--- src/rtl/hnm_pkg.sv ---
// Shared HNM geometry, read latency and sequencer encodings.
// The widths and READ_LAT must match the HNMPP instance this sequencer drives.
package hnm_pkg;
    localparam int NROWS_HNM        = 128;
    localparam int NCOLS_HNM        = 128;
    localparam int ROWINDEXBITS_HNM = 7;
    localparam int COLINDEXBITS_HNM = 7;
    localparam int SSIDBITS         = ROWINDEXBITS_HNM + COLINDEXBITS_HNM;
    localparam int READ_LAT         = 2;
    localparam int HNM_CNTBITS      = 16;

    typedef logic [SSIDBITS-1:0]         ssid_t;
    typedef logic [ROWINDEXBITS_HNM-1:0] row_t;
    typedef logic [NCOLS_HNM-1:0]        rowdata_t;

    typedef enum logic [3:0] {
        ST_IDLE,
        ST_CLEAR,
        ST_CLEAR_WAIT,
        ST_FILL,
        ST_LOOKUP,
        ST_DRAIN_L,
        ST_DUMP,
        ST_DRAIN_D,
        ST_DONE
    } seq_state_e;

    typedef enum logic {
        TAG_LKP,
        TAG_ROW
    } rd_tag_e;
endpackage

--- src/rtl/hnm_rsp_tracker.sv ---
// Follows every HNMPP read for READ_LAT cycles and steers the returning data
// to the lookup-response or row-dump outputs according to the read's tag.
module hnm_rsp_tracker
    import hnm_pkg::*;
(
    input  logic     clk,
    input  logic     reset,
    input  logic     issue_lkp_i,
    input  logic     issue_row_i,
    input  ssid_t    ssid_passed_i,
    input  logic     hit_i,
    input  row_t     row_passed_i,
    input  rowdata_t row_data_i,
    output logic     rsp_valid_o,
    output ssid_t    rsp_ssid_o,
    output logic     rsp_hit_o,
    output logic     dump_valid_o,
    output row_t     dump_row_o,
    output rowdata_t dump_data_o,
    output logic     empty_o
);
    logic    [READ_LAT-1:0] vld_q;
    rd_tag_e                tag_q [READ_LAT];

    always_ff @(posedge clk) begin
        if (reset) begin
            vld_q <= '0;
            for (int i = 0; i < READ_LAT; i++) begin
                tag_q[i] <= TAG_LKP;
            end
        end else begin
            vld_q[0] <= issue_lkp_i | issue_row_i;
            tag_q[0] <= issue_row_i ? TAG_ROW : TAG_LKP;
            for (int i = 1; i < READ_LAT; i++) begin
                vld_q[i] <= vld_q[i-1];
                tag_q[i] <= tag_q[i-1];
            end
        end
    end

    // HNMPP data is only meaningful on the tracked cycle; zero it otherwise.
    assign rsp_valid_o  = vld_q[READ_LAT-1] && (tag_q[READ_LAT-1] == TAG_LKP);
    assign dump_valid_o = vld_q[READ_LAT-1] && (tag_q[READ_LAT-1] == TAG_ROW);
    assign rsp_ssid_o   = rsp_valid_o  ? ssid_passed_i : '0;
    assign rsp_hit_o    = rsp_valid_o  ? hit_i         : 1'b0;
    assign dump_row_o   = dump_valid_o ? row_passed_i  : '0;
    assign dump_data_o  = dump_valid_o ? row_data_i    : '0;

    // A read being issued this cycle counts as in flight.
    assign empty_o = ~(|vld_q) & ~issue_lkp_i & ~issue_row_i;
endmodule

--- src/rtl/hnm_event_sequencer.sv ---
// Per-event HNMPP controller: clear, fill with hits, serve lookups, optional
// full-row dump. Sole driver of the HNMPP control inputs.
module hnm_event_sequencer
    import hnm_pkg::*;
#(
    parameter int CNTBITS = HNM_CNTBITS
) (
    input  logic               clk,
    input  logic               reset,
    input  logic               evt_start,
    input  logic               dump_en,
    input  logic               hit_valid,
    output logic               hit_ready,
    input  ssid_t              hit_ssid,
    input  logic               hit_last,
    input  logic               lkp_valid,
    output logic               lkp_ready,
    input  ssid_t              lkp_ssid,
    input  logic               lkp_last,
    output logic               rsp_valid,
    output ssid_t              rsp_ssid,
    output logic               rsp_hit,
    output logic               dump_valid,
    output row_t               dump_row,
    output rowdata_t           dump_data,
    output logic               evt_done,
    output logic               busy,
    output logic [CNTBITS-1:0] hit_count,
    output logic               hit_ovf,
    output logic               hnm_reset,
    output logic               hnm_write,
    output ssid_t              hnm_SSID_write,
    input  logic               hnm_writeReady,
    output logic               hnm_read,
    output ssid_t              hnm_SSID_read,
    input  logic               hnm_readReady,
    output logic               hnm_readRow,
    output row_t               hnm_rowRead,
    input  logic               hnm_busy,
    input  ssid_t              hnm_SSID_passed,
    input  logic               hnm_HNM_readOutput,
    input  row_t               hnm_rowPassed,
    input  rowdata_t           hnm_rowReadOutput
);
    seq_state_e         state_q, state_d;
    logic               dump_q, dump_d;
    logic [CNTBITS-1:0] cnt_q, cnt_d;
    logic               ovf_q, ovf_d;
    row_t               row_q, row_d;
    logic               wr_q, wr_d;
    ssid_t              wr_ssid_q, wr_ssid_d;
    logic               rd_q, rd_d;
    ssid_t              rd_ssid_q, rd_ssid_d;
    logic               hit_acc, lkp_acc, trk_empty;

    assign hit_ready = (state_q == ST_FILL)   && hnm_writeReady;
    assign lkp_ready = (state_q == ST_LOOKUP) && hnm_readReady;
    assign hit_acc   = hit_valid && hit_ready;
    assign lkp_acc   = lkp_valid && lkp_ready;

    always_comb begin
        state_d   = state_q;
        dump_d    = dump_q;
        cnt_d     = cnt_q;
        ovf_d     = ovf_q;
        row_d     = row_q;
        wr_d      = hit_acc;
        wr_ssid_d = hit_acc ? hit_ssid : '0;
        rd_d      = lkp_acc;
        rd_ssid_d = lkp_acc ? lkp_ssid : '0;
        unique case (state_q)
            ST_IDLE: begin
                if (evt_start) begin
                    state_d = ST_CLEAR;
                    dump_d  = dump_en;
                end
            end
            ST_CLEAR: begin
                state_d = ST_CLEAR_WAIT;
                cnt_d   = '0;
                ovf_d   = 1'b0;
            end
            ST_CLEAR_WAIT: begin
                if (!hnm_busy) state_d = ST_FILL;
            end
            ST_FILL: begin
                if (hit_acc) begin
                    if (&cnt_q) ovf_d = 1'b1;
                    else        cnt_d = cnt_q + CNTBITS'(1);
                    if (hit_last) state_d = ST_LOOKUP;
                end
            end
            ST_LOOKUP: begin
                if (lkp_acc && lkp_last) state_d = ST_DRAIN_L;
            end
            ST_DRAIN_L: begin
                if (trk_empty) state_d = dump_q ? ST_DUMP : ST_DONE;
            end
            ST_DUMP: begin
                // One row read per cycle; counter returns to 0 for the next event.
                if (row_q == row_t'(NROWS_HNM - 1)) begin
                    row_d   = '0;
                    state_d = ST_DRAIN_D;
                end else begin
                    row_d = row_q + row_t'(1);
                end
            end
            ST_DRAIN_D: begin
                if (trk_empty) state_d = ST_DONE;
            end
            ST_DONE: state_d = ST_IDLE;
            default: state_d = ST_IDLE;
        endcase
    end

    always_ff @(posedge clk) begin
        if (reset) begin
            state_q   <= ST_IDLE;
            dump_q    <= 1'b0;
            cnt_q     <= '0;
            ovf_q     <= 1'b0;
            row_q     <= '0;
            wr_q      <= 1'b0;
            wr_ssid_q <= '0;
            rd_q      <= 1'b0;
            rd_ssid_q <= '0;
        end else begin
            state_q   <= state_d;
            dump_q    <= dump_d;
            cnt_q     <= cnt_d;
            ovf_q     <= ovf_d;
            row_q     <= row_d;
            wr_q      <= wr_d;
            wr_ssid_q <= wr_ssid_d;
            rd_q      <= rd_d;
            rd_ssid_q <= rd_ssid_d;
        end
    end

    assign hnm_reset      = (state_q == ST_CLEAR);
    assign hnm_write      = wr_q;
    assign hnm_SSID_write = wr_ssid_q;
    assign hnm_read       = rd_q;
    assign hnm_SSID_read  = rd_ssid_q;
    assign hnm_readRow    = (state_q == ST_DUMP);
    assign hnm_rowRead    = (state_q == ST_DUMP) ? row_q : '0;
    assign evt_done       = (state_q == ST_DONE);
    assign busy           = (state_q != ST_IDLE);
    assign hit_count      = cnt_q;
    assign hit_ovf        = ovf_q;

    hnm_rsp_tracker u_trk (
        .clk          (clk),
        .reset        (reset),
        .issue_lkp_i  (rd_q),
        .issue_row_i  (hnm_readRow),
        .ssid_passed_i(hnm_SSID_passed),
        .hit_i        (hnm_HNM_readOutput),
        .row_passed_i (hnm_rowPassed),
        .row_data_i   (hnm_rowReadOutput),
        .rsp_valid_o  (rsp_valid),
        .rsp_ssid_o   (rsp_ssid),
        .rsp_hit_o    (rsp_hit),
        .dump_valid_o (dump_valid),
        .dump_row_o   (dump_row),
        .dump_data_o  (dump_data),
        .empty_o      (trk_empty)
    );
endmodule

--- config.mk ---
export PLATFORM = sky130hd
export DESIGN_NAME = hnm_event_sequencer
export DESIGN_NICKNAME = d
export VERILOG_FILES = /design/src/rtl/hnm_pkg.sv /design/src/rtl/hnm_rsp_tracker.sv /design/src/rtl/hnm_event_sequencer.sv
export SDC_FILE = /design/constraint.sdc
export NUM_CORES = 1
export LEC_CHECK = 0
export ABC_AREA = 1
export CORE_AREA = 4 4 153 155
export CTS_CLUSTER_DIAMETER = 120
export DETAILED_ROUTE_END_ITERATION = 10
export DIE_AREA = 0 0 157 159
export PLACE_DENSITY = 0.53
export SYNTH_ARGS = -nofsm -noshare
export SYNTH_HDL_FRONTEND = slang
export SYNTH_SLANG_ARGS = --single-unit
--- constraint.sdc ---
create_clock -name clk -period 1.6 [get_ports clk]
set_input_delay 0.4 -clock clk [delete_from_list [all_inputs] [get_ports clk]]
set_output_delay 0.4 -clock clk [all_outputs]
set_load 0.05 [all_outputs]
==> results.ini, run 1 <==
[run_status]
status = finished with violations
violations = setup timing

[yosys]
synth_simple_gate_area_share_pct = 38.78
synth.distinct_cells = 32
avgSynthCellArea_um2 = 5.484
synth_seq_area_share_pct = 31.00
ys_warn_count = 0
synthAdderAreaFrac_pct = 0.6150
synth-seq-cells = 63
syn-num-nets = 933
syn-instance-count = 742
synth_xor_area_share_pct = 1.076
synth_mux_area_share_pct = 0
synth_top_family_by_area = simple AND/OR/NAND/NOR gates
netlist_area_mm2 = 0.004069
synth_compound_area_share_pct = 4.490

[clock_tree]
clk_latency_ns = 0.33
h-tree-depth = 3
postCtsHoldBufs = 0
cts_tree = built
clkTransAtPathRegs_ns = 0.05
clockBufferDepth = 2
cts_sinks = 63
cts_root_buffer = clkbuf_16
numCtsBuffers = 9

[floorplan]
core_area_mm2 = 0.02182
die_area_mm2 = 0.02496
std_cell_rows = 54
fp.dieH_um = 159
die_x_um = 157
io_pins = 401
start_util_pct = 18.64

[sta]
final_hold_viol_count = 0
fin_tns_setup_ns = -27.36
setup_viol = 176
period_minus_slack_ns = 1.820
worst_slew_pin_slew_ns = 0.3291
max_freq_mhz = 549.5
fin_skew_ns = 0.006497
drv_slew = 0
timing.slew.headroom_pct = 78.06
rsz0062_at_grt = true
fin_crit_sh_pct = 113.7
setup_slack_ns = -0.2199

[critical_path]
startpoint = state_q[0]
cp-start-kind = flop
cp.required_ns = 1.20
cp_max_fo = 6
cp-end-kind = primary output
timing.rr.start = state_q[0]
critPathArrivalTime_ns = 1.42
path_class = flop to primary output

[global_routing]
grt_use_met1_pct = 20.16
grtUsageMet3_pct = 7.638
first_global_vias = 5824
grt_max_degree = 45
gr-total-overflow = 0
grt_pass1_wl_mm = 35.13
use_met2_pct = 33.26
antenna_found_initial = 2
top_usage_layer = met2
grt_usage_pct = 18.44

[detailed_routing]
viasPerCell = 3.971
wl_mm = 24.37
drt_iter0_markers = 152
via_count = 6012
ant_nets = 0
dr.pass1.iters = 4
drc = 0
wl_per_cell_um = 16.10

[job]
drv_cap = 0

[final_layout]
finalNetCount = 1418
filler_cell_count = 1826
final_cell_mix = buf_12, inv_1, clkdlybuf4s50_1, nor2_4, nor2_1
layout_commonest_cell = buf_12
drive_gt1_share_pct = 45.70
synthToLayoutAreaGrowth_pct = 220.0

[placed_design]
gp_congestion = 0.9334
port_buffers = 400
place_hpwl_mm = 20.67

[min_path]
hp-class = flop to flop
hp-start = u_trk.tag_q[0][0]

[power_and_ir_drop]
power_mw = 7.103
leakage_nw = 5.627
ir_drop_mv = 0.7438
powerDensity_mw_per_mm2 = 545.4

==> state kept, by name, indices dropped and copies added (netlist names), 2 cells and up <==
signal / cells
hnm_SSID_read: 14
row_q: 7
hit_count: 16
u_trk.vld_q: 2
u_trk.tag_q: 2
hnm_SSID_write: 14
state_q: 4
==> area by class of cell <==
class                   instances  area [µm²]  share of cell area [%]
inverters                     230       889.6                   6.831
well taps                     280       350.3                   2.690
repair buffers                497        7118                   54.66
diodes                          2       5.005                 0.03843
repair inverters                2       17.52                  0.1345
clock buffers                  13       250.2                   1.922
multi-input cells             424        3042                   23.36
clock inverters                 3       42.54                  0.3267
flip-flops and latches         63        1308                   10.04
==> power breakdown <==
part / leakage (nW) / internal (mW) / switching [mW]
registers: 0.521 / 1.70 / 0.131
clock network: 0.140 / 1.25 / 0.670
logic: 4.97 / 1.65 / 1.71
total: 5.63 / 4.59 / 2.51
==> what timing repair did <==
| action | in CTS | in global routing |
|---|---|---|
| gates resized for setup | 106 | 62 |
| buffers inserted | 18 | 13 |
| endpoints found under the hold margin | 0 | 0 |
| pin swaps | 12 | 31 |
| endpoints found under the setup margin | 183 | 186 |
| cloned | 4 | 3 |
==> path summary, 6_finish.rpt <==
check,cells after the start,slack [ns],end
worst max-delay path,6,-0.22,hnm_rowRead[0]
worst min-delay path,2,0.39,u_trk.tag_q[0][1]
worst max register to register,12,-0.05,state_q[0]
worst min register to register,2,0.39,u_trk.tag_q[0][1]
==> synth_stat cells <==
cell,n,share of area [%]
nor2_2,7,1.1
clkbuf_1,17,1.6
o21ai_0,9,1.1
a211oi_1,1,0.18
buf_4,1,0.18
nand3_1,30,3.7
nor3_1,7,0.86
nand3_2,1,0.25
inv_1,225,21
nor2_4,4,1.1
buf_2,5,0.61
nand4_2,1,0.31
xor2_1,4,0.86
buf_6,1,0.28
nor3b_1,1,0.18
nor2_1,240,22
nand4_1,5,0.77
nand3b_1,1,0.18
or2_2,1,0.15
o21ai_2,1,0.22
a31oi_1,4,0.61
dfxtp_1,63,31
xnor2_1,1,0.22
inv_2,2,0.18
clkinv_1,3,0.28
a21oi_1,14,1.7
nor4_1,1,0.15
nand2_2,1,0.15
buf_1,2,0.18
ha_1,2,0.61
nand2_1,84,7.7
a21oi_2,3,0.65
==> logic make-up after synthesis <==
| kind of cell | after synthesis |
|---|---|
| buffers and inverters | 256 |
| AND/OR/NAND/NOR | 384 |
| AO/OA/AOI/OAI | 32 |
| XOR/XNOR | 5 |
| adder cells (fa/ha/maj) | 2 |
| flip-flops | 63 |
==> critical path, cell delays in order (launching register included) <==
cell and delay (ns):
dfxtp_4 0.38, inv_4 0.07, nand2_4 0.05, nor2_4 0.24, inv_8 0.09, nor2_4 0.12
buf_12 0.15
==> per-layer routing <==
metal / vias up / share of wire, %
li1: 3076 / -
met1: 2686 / 36
met2: 233 / 52
met3: 17 / 10
met4: 0 / 1.0
met5: - / 0
==> per-stage QoR <==
step	setup WS (ns)	std cells	hold WS [ns]	utilization (%)	cell area, µm²
finish	-0.2199	1514	0.3909	59.67	13020
global route	-0.2647	1514	0.4227	59.67	13020
CTS	-0.2307	1497	0.3939	57.94	12640
detailed placement	-0.1782	1459	0.3952	53.75	11730
global placement	-0.1520	1459	0.3911	53.75	11730
floorplan	-0.2753	742	0.3883	-	4907
Note: power is estimated with default switching activity, not from simulation.
==> run 2, diff against run 1 <==
- CORE_AREA: 4 4 153 155 -> 2 2 155 157
- PLACE_DENSITY: 0.53 -> 0.51
- REMOVE_ABC_BUFFERS: not set -> 1
- SYNTH_HIERARCHICAL: not set -> 1
==> run 2 against run 1 <==
The run still ends with setup timing left. Final cell count up 3.0%. Clock skew up 0.00092 ns. Global-route usage down 0.53 points. Count of clock-buffer cells in the layout down 4. Die area unchanged. Clock power down 4%. Core utilization down 4.0 points. Non-clock buffer count down 9. Critical path depth down 1.
==> results.ini, run 2 <==
[critical_path]
cp-start-kind = flop
critPathArrivalTime_ns = 1.41
cp-end-kind = primary output
cp.required_ns = 1.20
cp_max_fo = 7
path_class = flop to primary output

[detailed_routing]
viasPerCell = 3.910
ant_nets = 0
dr.pass1.iters = 4
drc = 0
drt_iter0_markers = 186
wl_mm = 22.98
wl_per_cell_um = 14.74
via_count = 6095

[final_layout]
largest_reg_flops = 16
drive_gt1_share_pct = 43.56
layout_commonest_cell = inv_1
finalNetCount = 1421
synthToLayoutAreaGrowth_pct = 208.2
stdcell_count = 1559
final_cell_mix = inv_1, buf_12, clkdlybuf4s50_1, nor2_4, nand2_1

[clock_tree]
clockBufferDepth = 2
cts_sinks = 63
h-tree-depth = 3
numCtsBuffers = 9
postCtsHoldBufs = 0
cts_root_buffer = clkbuf_16
clkTransAtPathRegs_ns = 0.05
cts_tree = built
clk_latency_ns = 0.34

[floorplan]
die_area_mm2 = 0.02496
std_cell_rows = 56
die_x_um = 157
start_util_pct = 18.08
io_pins = 401
core_area_mm2 = 0.02319
fp.dieH_um = 159

[sta]
worst_slew_pin_slew_ns = 0.3600
setup_slack_ns = -0.2146
timing.slew.headroom_pct = 75.75
max_freq_mhz = 551.1
setup_viol = 166
period_minus_slack_ns = 1.815
fin_crit_sh_pct = 113.4
rsz0062_at_grt = true
finalHoldWorstSlack_ns = 0.3936
drv_slew = 0
final_hold_viol_count = 0
fin_skew_ns = 0.007418

[yosys]
ys.flop_type = dfxtp_1
synth_top_family_by_area = simple AND/OR/NAND/NOR gates
ys_warn_count = 6
synth_xor_area_share_pct = 1.044
synth_compound_area_share_pct = 4.596
async_reset_ff_share_pct = 0
synth_area_leaders = dfxtp_1, nor2_1, inv_1
synth_simple_gate_area_share_pct = 38.82
synth_seq_area_share_pct = 30.08
synth.distinct_cells = 31
synthAdderAreaFrac_pct = 0.5968
synth-seq-cells = 63
synth_mux_area_share_pct = 0
netlist_top_cells_count = nor2_1, inv_1, nand2_1
yosysMostFrequentCell = nor2_1
synth-edff-count = 0
avgSynthCellArea_um2 = 5.553
synth_top_area_share_pct = 30.08
syn-instance-count = 755
netlist_area_mm2 = 0.004193
synth_top_cell_by_area = dfxtp_1

[global_routing]
first_global_vias = 6021
grt_max_degree = 37
grt_pass1_wl_mm = 34.13
gr-total-overflow = 0
grt_usage_pct = 17.91
antenna_found_initial = 6

[power_and_ir_drop]
p_int_mw = 4.507
switchingPower_mw = 2.719
switching_share_pct = 37.63
p_clk_share_pct = 25.5
seqPwrFrac_pct = 24.3
leakage_nw = 5.686
powerDensity_mw_per_mm2 = 559.2
p_comb_share_pct = 50.2
power_mw = 7.226
ir_drop_mv = 0.6708

[job]
drv_cap = 0

[placed_design]
place_hpwl_mm = 18.77
gp_congestion = 0.8831
port_buffers = 400
dp.cells = 1512

[min_path]
hp-class = flop to flop

[run_status]
violations = setup timing
status = finished with violations

==> run 2: cell types whose count changed after synthesis, moves of 3 or more <==
cell and delta:
nand2_2 +4, nor2_1 +7, buf_2 +9, buf_6 +4, nand2_1 +6, a31oi_1 -4, o21ai_0 -4, inv_1 +6
nand4_1 +5, clkbuf_1 -14, nand3_1 -10, nand2_4 +3, clkinv_1 -3
==> run 2: power groups by stage <==
| stage | registers (mW) | clock network [mW] | logic [mW] |
|---|---|---|---|
| 2_1_floorplan | 1.90 | 0 | 1.16 |
| 3_3_place_gp | 1.76 | 0 | 2.92 |
| 3_5_place_dp | 1.76 | 0 | 2.93 |
| 4_1_cts | 1.74 | 1.89 | 3.44 |
| 5_1_grt | 1.77 | 1.96 | 3.88 |
| 6_report | 1.76 | 1.84 | 3.63 |
==> run 2: final cells by class <==
| class | instances | area, µm² |
|---|---|---|
| Fill cell | 2052 | 10270 |
| Multi-Input combinational cell | 433 | 2970 |
| Tap cell | 319 | 399.1 |
| Inverter | 235 | 892.1 |
| Clock inverter | 7 | 56.30 |
| Timing Repair Buffer | 488 | 7087 |
| Antenna cell | 5 | 12.51 |
| Sequential cell | 63 | 1280 |
| Clock buffer | 9 | 225.2 |
==> run 2: kinds of logic (layout without fill, tap and decap cells) <==
logic type | Yosys count | in the layout
adders and majority gates | 2 | 2
and+or+nand+nor | 394 | 395
AOI/OAI and AO/OA | 31 | 31
xor gates and xnor gates | 5 | 5
DFF | 63 | 63
other | 0 | 5
buffers and inverters | 260 | 739
==> run 2: through the flow <==
stage	util (%)	cell area [µm²]	setup WS, ns	TNS [ns]
2_1_floorplan	-	4033	-1.102	-176.28
3_3_place_gp	47.85	11100	-0.1468	-10.59
3_5_place_dp	47.85	11100	-0.1999	-11.97
4_1_cts	54.25	12580	-0.2466	-27.37
5_1_grt	55.70	12920	-0.2650	-33.72
6_report	55.72	12920	-0.2146	-24.14
==> run 2: path summary, 6_finish.rpt <==
| check | from | endpoint | slack, ns | cells after the start |
|---|---|---|---|---|
| min | u_trk/tag_q[0][0] | u_trk/tag_q[0][1] | 0.39 | 2 |
| max | u_trk/vld_q[1] | dump_data[123] | -0.21 | 5 |
| min reg2reg | u_trk/tag_q[0][0] | u_trk/tag_q[0][1] | 0.39 | 2 |
| max reg2reg | state_q[2] | state_q[2] | -0.02 | 16 |
==> run 2: metal layers <==
metal / vias to the layer above / routed length (µm) / GRT usage (%)
met1: 2732 / 7938 / 18.40
met4: 2 / 498 / 5.505
li1: 3082 / - / -
met3: 29 / 2436 / 7.213
met2: 250 / 12100 / 32.89
met5: - / 8 / 0
==> run 2: worst max-delay path, stage by stage (launching register included) <==
cell	delay, ns
dfxtp_4	0.38
nand2_8	0.10
buf_12	0.17
clkbuf_16	0.18
nor2_4	0.11
buf_12	0.14
==> run 2: timing repair <==
item                       in CTS  in global routing
pin swaps                      11                 21
setup endpoints to repair     169                185
resized for setup             274                 70
buffers inserted               14                  5
cloned                          6                  2
